### src/rtl/tdd_frame_timer.sv
// tdd_frame_timer
// Sample-domain frame timer for the AXI2S stream movers. Counts samples
// within a frame, flags the first sample of each frame, counts completed
// frames and opens the TX/RX gates inside their programmed windows. Frame
// length comes from the register block and can be stretched or shortened
// for exactly one frame through a signed one-shot adjustment.

module tdd_frame_timer #(
  parameter int CW      = 24,
  parameter int MIN_LEN = 2
) (
  input  logic          clk,
  input  logic          rst,
  input  logic          run,
  input  logic          sample_en,
  input  logic          tddmode,
  input  logic [CW-1:0] frame_len,
  input  logic [CW-1:0] frame_adj,
  input  logic          adj_wr,
  input  logic [CW-1:0] tstart,
  input  logic [CW-1:0] tend,
  input  logic [CW-1:0] rstart,
  input  logic [CW-1:0] rend,
  output logic [CW-1:0] frame_cnt,
  output logic [31:0]   frame_num,
  output logic          frame_start,
  output logic          tx_en,
  output logic          rx_en,
  output logic          adj_pending
);

  // IDLE covers both "run low" and "run high but no sample seen yet";
  // RUN means a frame is in progress and the counter is meaningful.
  localparam logic [0:0] ST_IDLE = 1'b0;
  localparam logic [0:0] ST_RUN  = 1'b1;

  localparam logic [CW-1:0] ONE   = {{(CW-1){1'b0}}, 1'b1};
  localparam logic [CW-1:0] MIN_L = CW'(MIN_LEN);

  logic [0:0]    state;
  logic [CW-1:0] cur_len;
  logic [CW-1:0] adj_val;

  logic [CW+1:0] plain_ext;
  logic [CW+1:0] adj_ext;
  logic [CW-1:0] plain_len;
  logic [CW-1:0] latch_len;
  logic [CW-1:0] last_idx;
  logic          at_end;
  logic          do_latch;
  logic [CW-1:0] next_cnt;
  logic          tx_next;
  logic          rx_next;

  // The sum is treated as signed in CW+2 bits: bit CW+1 set means the
  // adjustment drove the length negative, bit CW set means it overflowed.
  function automatic logic [CW-1:0] clamp_len(input logic [CW+1:0] v);
    logic [CW-1:0] r;
    if (v[CW+1])
      r = MIN_L;
    else if (v[CW])
      r = '1;
    else if (v[CW-1:0] < MIN_L)
      r = MIN_L;
    else
      r = v[CW-1:0];
    return r;
  endfunction

  // A start greater than the end describes a window that wraps through
  // the frame boundary.
  function automatic logic in_window(input logic [CW-1:0] c,
                                     input logic [CW-1:0] s,
                                     input logic [CW-1:0] e);
    logic hit;
    if (s <= e)
      hit = (c >= s) && (c <= e);
    else
      hit = (c >= s) || (c <= e);
    return hit;
  endfunction

  // Next-state decode: length to latch, whether this sample closes a frame,
  // the counter value it produces and the gates evaluated on that value.
  always_comb begin
    plain_ext = {2'b00, frame_len};
    adj_ext   = {{2{adj_val[CW-1]}}, adj_val};
    plain_len = clamp_len(plain_ext);
    latch_len = adj_pending ? clamp_len(plain_ext + adj_ext) : plain_len;
    last_idx  = cur_len - ONE;
    at_end    = (state == ST_RUN) && (frame_cnt == last_idx);
    do_latch  = run && sample_en && ((state == ST_IDLE) || at_end);
    next_cnt  = ((state == ST_RUN) && !at_end) ? frame_cnt + ONE : '0;
    tx_next   = tddmode ? in_window(next_cnt, tstart, tend) : 1'b1;
    rx_next   = tddmode ? in_window(next_cnt, rstart, rend) : 1'b1;
  end

  // Frame state, counters, gates and the one-shot adjustment register.
  always_ff @(posedge clk) begin
    if (rst) begin
      state       <= ST_IDLE;
      frame_cnt   <= '0;
      frame_num   <= '0;
      frame_start <= 1'b0;
      tx_en       <= 1'b0;
      rx_en       <= 1'b0;
      adj_pending <= 1'b0;
      adj_val     <= '0;
      cur_len     <= plain_len;
    end else begin
      frame_start <= 1'b0;
      if (adj_wr) begin
        adj_pending <= 1'b1;
        adj_val     <= frame_adj;
      end else if (do_latch) begin
        adj_pending <= 1'b0;
      end
      if (!run) begin
        state     <= ST_IDLE;
        frame_cnt <= '0;
        frame_num <= '0;
        tx_en     <= 1'b0;
        rx_en     <= 1'b0;
      end else if (sample_en) begin
        state       <= ST_RUN;
        frame_cnt   <= next_cnt;
        frame_start <= do_latch;
        tx_en       <= tx_next;
        rx_en       <= rx_next;
        if (do_latch)
          cur_len <= latch_len;
        if (at_end)
          frame_num <= frame_num + 32'd1;
      end
    end
  end

endmodule

### config.mk
export PLATFORM = sky130hd
export DESIGN_NAME = tdd_frame_timer
export DESIGN_NICKNAME = d
export VERILOG_FILES = /design/src/rtl/tdd_frame_timer.sv
export SDC_FILE = /design/constraint.sdc
export NUM_CORES = 1
export LEC_CHECK = 0
export BUFFER_PORTS_ARGS = -buffer_cell sky130_fd_sc_hd__buf_2
export CAP_MARGIN = 20
export CORE_MARGIN = 2
export CORE_UTILIZATION = 45
export CTS_BUF_LIST = sky130_fd_sc_hd__clkbuf_16
export CTS_CLUSTER_SIZE = 30
export DETAILED_ROUTE_END_ITERATION = 8
export GPL_TIMING_DRIVEN = 0
export PLACE_DENSITY = 0.65
export SYNTH_ARGS = -nofsm -noshare
export SYNTH_HDL_FRONTEND = slang
export SYNTH_SLANG_ARGS = --single-unit
export TNS_END_PERCENT = 100
### constraint.sdc
create_clock -name clk -period 14.1 [get_ports clk]
set_input_delay 2.82 -clock clk [delete_from_list [all_inputs] [get_ports clk]]
set_output_delay 2.82 -clock clk [all_outputs]
set_load 0.01 [all_outputs]
==> results list <==
* Outcome: finished, final reports clean
- Leaving out fill and tap cells, the most frequent cell in the layout is buf_2.
* Via density per instance: 5.67
- Global Route Usage Sum: between 20% and 30%
- For this run, design rule violations remaining after detail routing come to 0.
- Along the worst path, the maximum fanout reaches 10.
* # diodes: 0
- Setup slack after placement: just over 7000 ps
- Met1 Routed Length: 13400 um
- After synthesis, the cell types taking the most area are ha_1 20%, dfxtp_1 16%, edfxtp_1 6.6%.
- Setup_tns: 0 ps
- Critical path class: flip-flop to flip-flop
- Of the post-synthesis cell area, the dominant cell type holds roughly a fifth.
* Core region area: roughly 24000 sq um
- Post-Synthesis Cells: around 1300
- Initial Utilization: a little under half
- Setup repair after global routing left no endpoint under its margin.
* Sequential-to-total area share from yosys stat: between 20% and 30%
- Worst skew pair latency: 370 ps
* Routed length per instance: between 15 and 20 um
- Minimum clock period after layout: 6680 ps
- Total number of nets in the final design: roughly 1900
* Commonest register cell after synthesis: dfxtp_1
- Biggest cell delay along the critical path: 700 ps
* Worst path arrival time: 6910 ps
* Sum of buffers and inverters on the critical path: 3
* Min-Delay Path Depth: 2
- Final cycle utilization of the critical path: between 40% and 50%
- The number of failing hold endpoints at the final stage was 0.
- At the pin with the least slew margin, the transition time is 972 ps.
- Top routing layer used: met4
- Pwr/cell area: ~65 nW/um^2
* Total grt overflow: 0
* Max-slew violation count: 0
* Post-synthesis sequential element count: 109
* Floorplan row count: 56
- Final hold analysis gives a worst-case slack of around 490 ps.
* Most used cells in the layout excluding fill and tap cells: 212 x buf_2, 172 x ha_1, 116 x inv_1, 109 x nor2_1, 94 x nand2_1
- Mapped Nets: 1662
* Number of filler cells placed in the layout: between 2000 and 2500
- The wire-length estimate of the detail-placed layout is 26300 um.
* F_max: between 100 and 150 MHz
* Relative max-transition margin: roughly a third
* EDFF count, synth: 24
* Setup Skew: ~16 ps
- In the detailed route, the total length drawn on met3 is roughly 1800 um.
- Depth of the CTS H-tree: 3
- Cell chain of the critical path: or4_1 -> a2111oi_4 -> o22ai_1 -> or4_1 -> or4_4 -> o21ai_0 -> clkbuf_1 -> clkbuf_1 -> buf_2 -> a21oi_1 -> ha_1 -> a21o_1 -> a211oi_1 -> o211ai_1 -> a221oi_1 -> o21ai_0 -> a221oi_1 -> maj3_1 -> a31oi_1
- Routed met2 length: about 15000 um
- Area added between synthesis and finish: 16.1%
- Worst path required time: between 10000 and 15000 ps
- Routed Wire Length: 31500 um
- Clock Sink Count: roughly 110
- The routed layout has 10681 vias.
- Before antenna repair, the detailed router went through 5 iterations.
- The tool flagged a number of max-cap violations equal to 0.
- Clock tree synthesis inserted a total of 9 buffers.
* Pin count of the biggest net entering global routing: 25
- Final setup slack of the worst path: ~7400 ps
* Number of routed nets with antenna violations: 0
* Clock tree from TritonCTS: done
- The biggest area contributor in the post-synthesis netlist is ha_1.
* CTS Buffer Depth: 2
- During I/O placement, the number of pins put on the boundary was between 200 and 250.
- CTS placed an instance of clkbuf_16 at the clock tree root.
- Leakage: roughly 6.2 nW
* Avg Synthesized Cell Area: 8.13 sq um
* Critical Path Stages: 19
- Resize count post-CTS: 0
* Kind of path behind the tightest hold check: flip-flop to flip-flop
- Depth of the worst register-to-register path: 19
* Total of hold buffers inserted after clock tree synthesis: 0
* Die Footprint: 25400 sq um
* Number of failing setup endpoints in the final timing report: 0
* Number of global-route vias before repair: between 10000 and 15000
* Overall die height: 159 um
* Clock transition at the registers of the reported paths: 90 ps
- Share of flip-flops with an asynchronous set or reset after synthesis: 0%
- IR analysis of the VDD net gives a maximum drop of slightly above 0.05 mV.
- Yosys printed 0 warnings.
- PortBufs: between 200 and 250
- The first routing iteration left between 600 and 700 violations.
- The netlist uses slightly above 70 different library cells.
* Layout cell share with drive strength beyond 1: between 10% and 20%
- The mapped netlist covers about 11000 sq um.
- From left edge to right edge, the die measures around 160 um.
* Global-route wire length before repair: roughly 51000 um
- Crit start category: flip-flop
- GP Congestion: around 0.89
- After clock tree synthesis, the setup repair step added 0 buffers.
* Crit end category: flip-flop
- In this design, the largest share of critical-path delay is due to compound AO/OA/AOI/OAI gates.
- The initial antenna violation count is 0.
- The slowest stage of the critical path belongs to the cell or4_1.
tightest hold or removal path, cell delays in order (launching register included):
cell     delay (ps)
dfxtp_1         330
nand2_1          60
mux2i_1          60
worst paths after layout:
check             slack [ps]       endpoint          start
setup / recovery        7420          rx_en     cur_len[3]
setup reg to reg        7420          rx_en     cur_len[3]
hold reg to reg          490  frame_num[31]  frame_num[31]
hold / removal           490  frame_num[31]  frame_num[31]
cell usage after synthesis (all sizes together), types with 5 or more instances:
cell,number
or3,17
or3b,5
a21o,47
nor2b,14
a2111oi,5
xnor2,41
nand4,38
nor3,19
nor4,13
o311ai,11
mux2i,32
or2,6
buf,8
nor2,109
o21a,13
a31oi,11
xor2,36
a21oi,67
nand2,95
o22ai,6
a211oi,16
dfxtp,85
and3,19
ha,172
o21ai,65
or4,17
o41ai,10
a22o,22
clkbuf,43
inv,116
o31ai,9
nand3,41
o211ai,17
edfxtp,24
and2,9
nand2b,24
logic make-up (layout without fill, tap and decap cells):
logic type                 Yosys count  in the layout  synth area share, %
and+or+nand+nor                    448            448                 21.6
AOI/OAI and AO/OA                  330            330                 20.8
adders and majority gates          175            175                 20.1
buffers and inverters              167            392                 5.88
DFF                                109            109                 22.3
xor gates and xnor gates            78             78                 6.42
muxes                               32             32                 2.94
state kept, by name, indices dropped and copies added (netlist names):
name / count
state: 1
tx_en: 1
frame_start: 1
frame_cnt: 24
adj_val: 24
rx_en: 1
cur_len: 24
frame_num: 32
adj_pending: 1
per-stage QoR:
| stage | instances | total power, mW | instance area (sq um) | utilization, % |
|---|---|---|---|---|
| after floorplan | 1339 | 0.496 | 10900 | - |
| after global placement | 1866 | 0.564 | 12300 | 52.2 |
| after detailed placement | 1867 | 0.568 | 12300 | 52.2 |
| after CTS | 1883 | 0.833 | 12600 | 53.5 |
| after global routing | 1883 | 0.876 | 12600 | 53.5 |
| final | 1883 | 0.826 | 12600 | 53.5 |
report_power, final:
| group | internal, mW | switching [mW] |
|---|---|---|
| clock | 0.128 | 0.136 |
| sequential | 0.333 | 0.0113 |
| combinational | 0.0939 | 0.125 |
| total | 0.555 | 0.272 |
cell type report:
cell class | count | area (sq um) | area share [%]
well taps | 319 | 399 | 3.16
plain buffers | 51 | 204 | 1.61
inverters | 116 | 435 | 3.45
clock inverters | 7 | 86.3 | 0.683
flip-flops and latches | 109 | 2420 | 19.2
multi-input cells | 1063 | 7820 | 61.9
clock buffers | 9 | 225 | 1.78
repair buffers | 209 | 1040 | 8.27
layer usage:
layer	up-vias	global-route usage (%)
li1	5359	-
met1	4914	30.0
met2	336	44.0
met3	72	4.19
met4	0	8.76
met5	-	0
No activity file was read; power rests on OpenSTA's default activity.
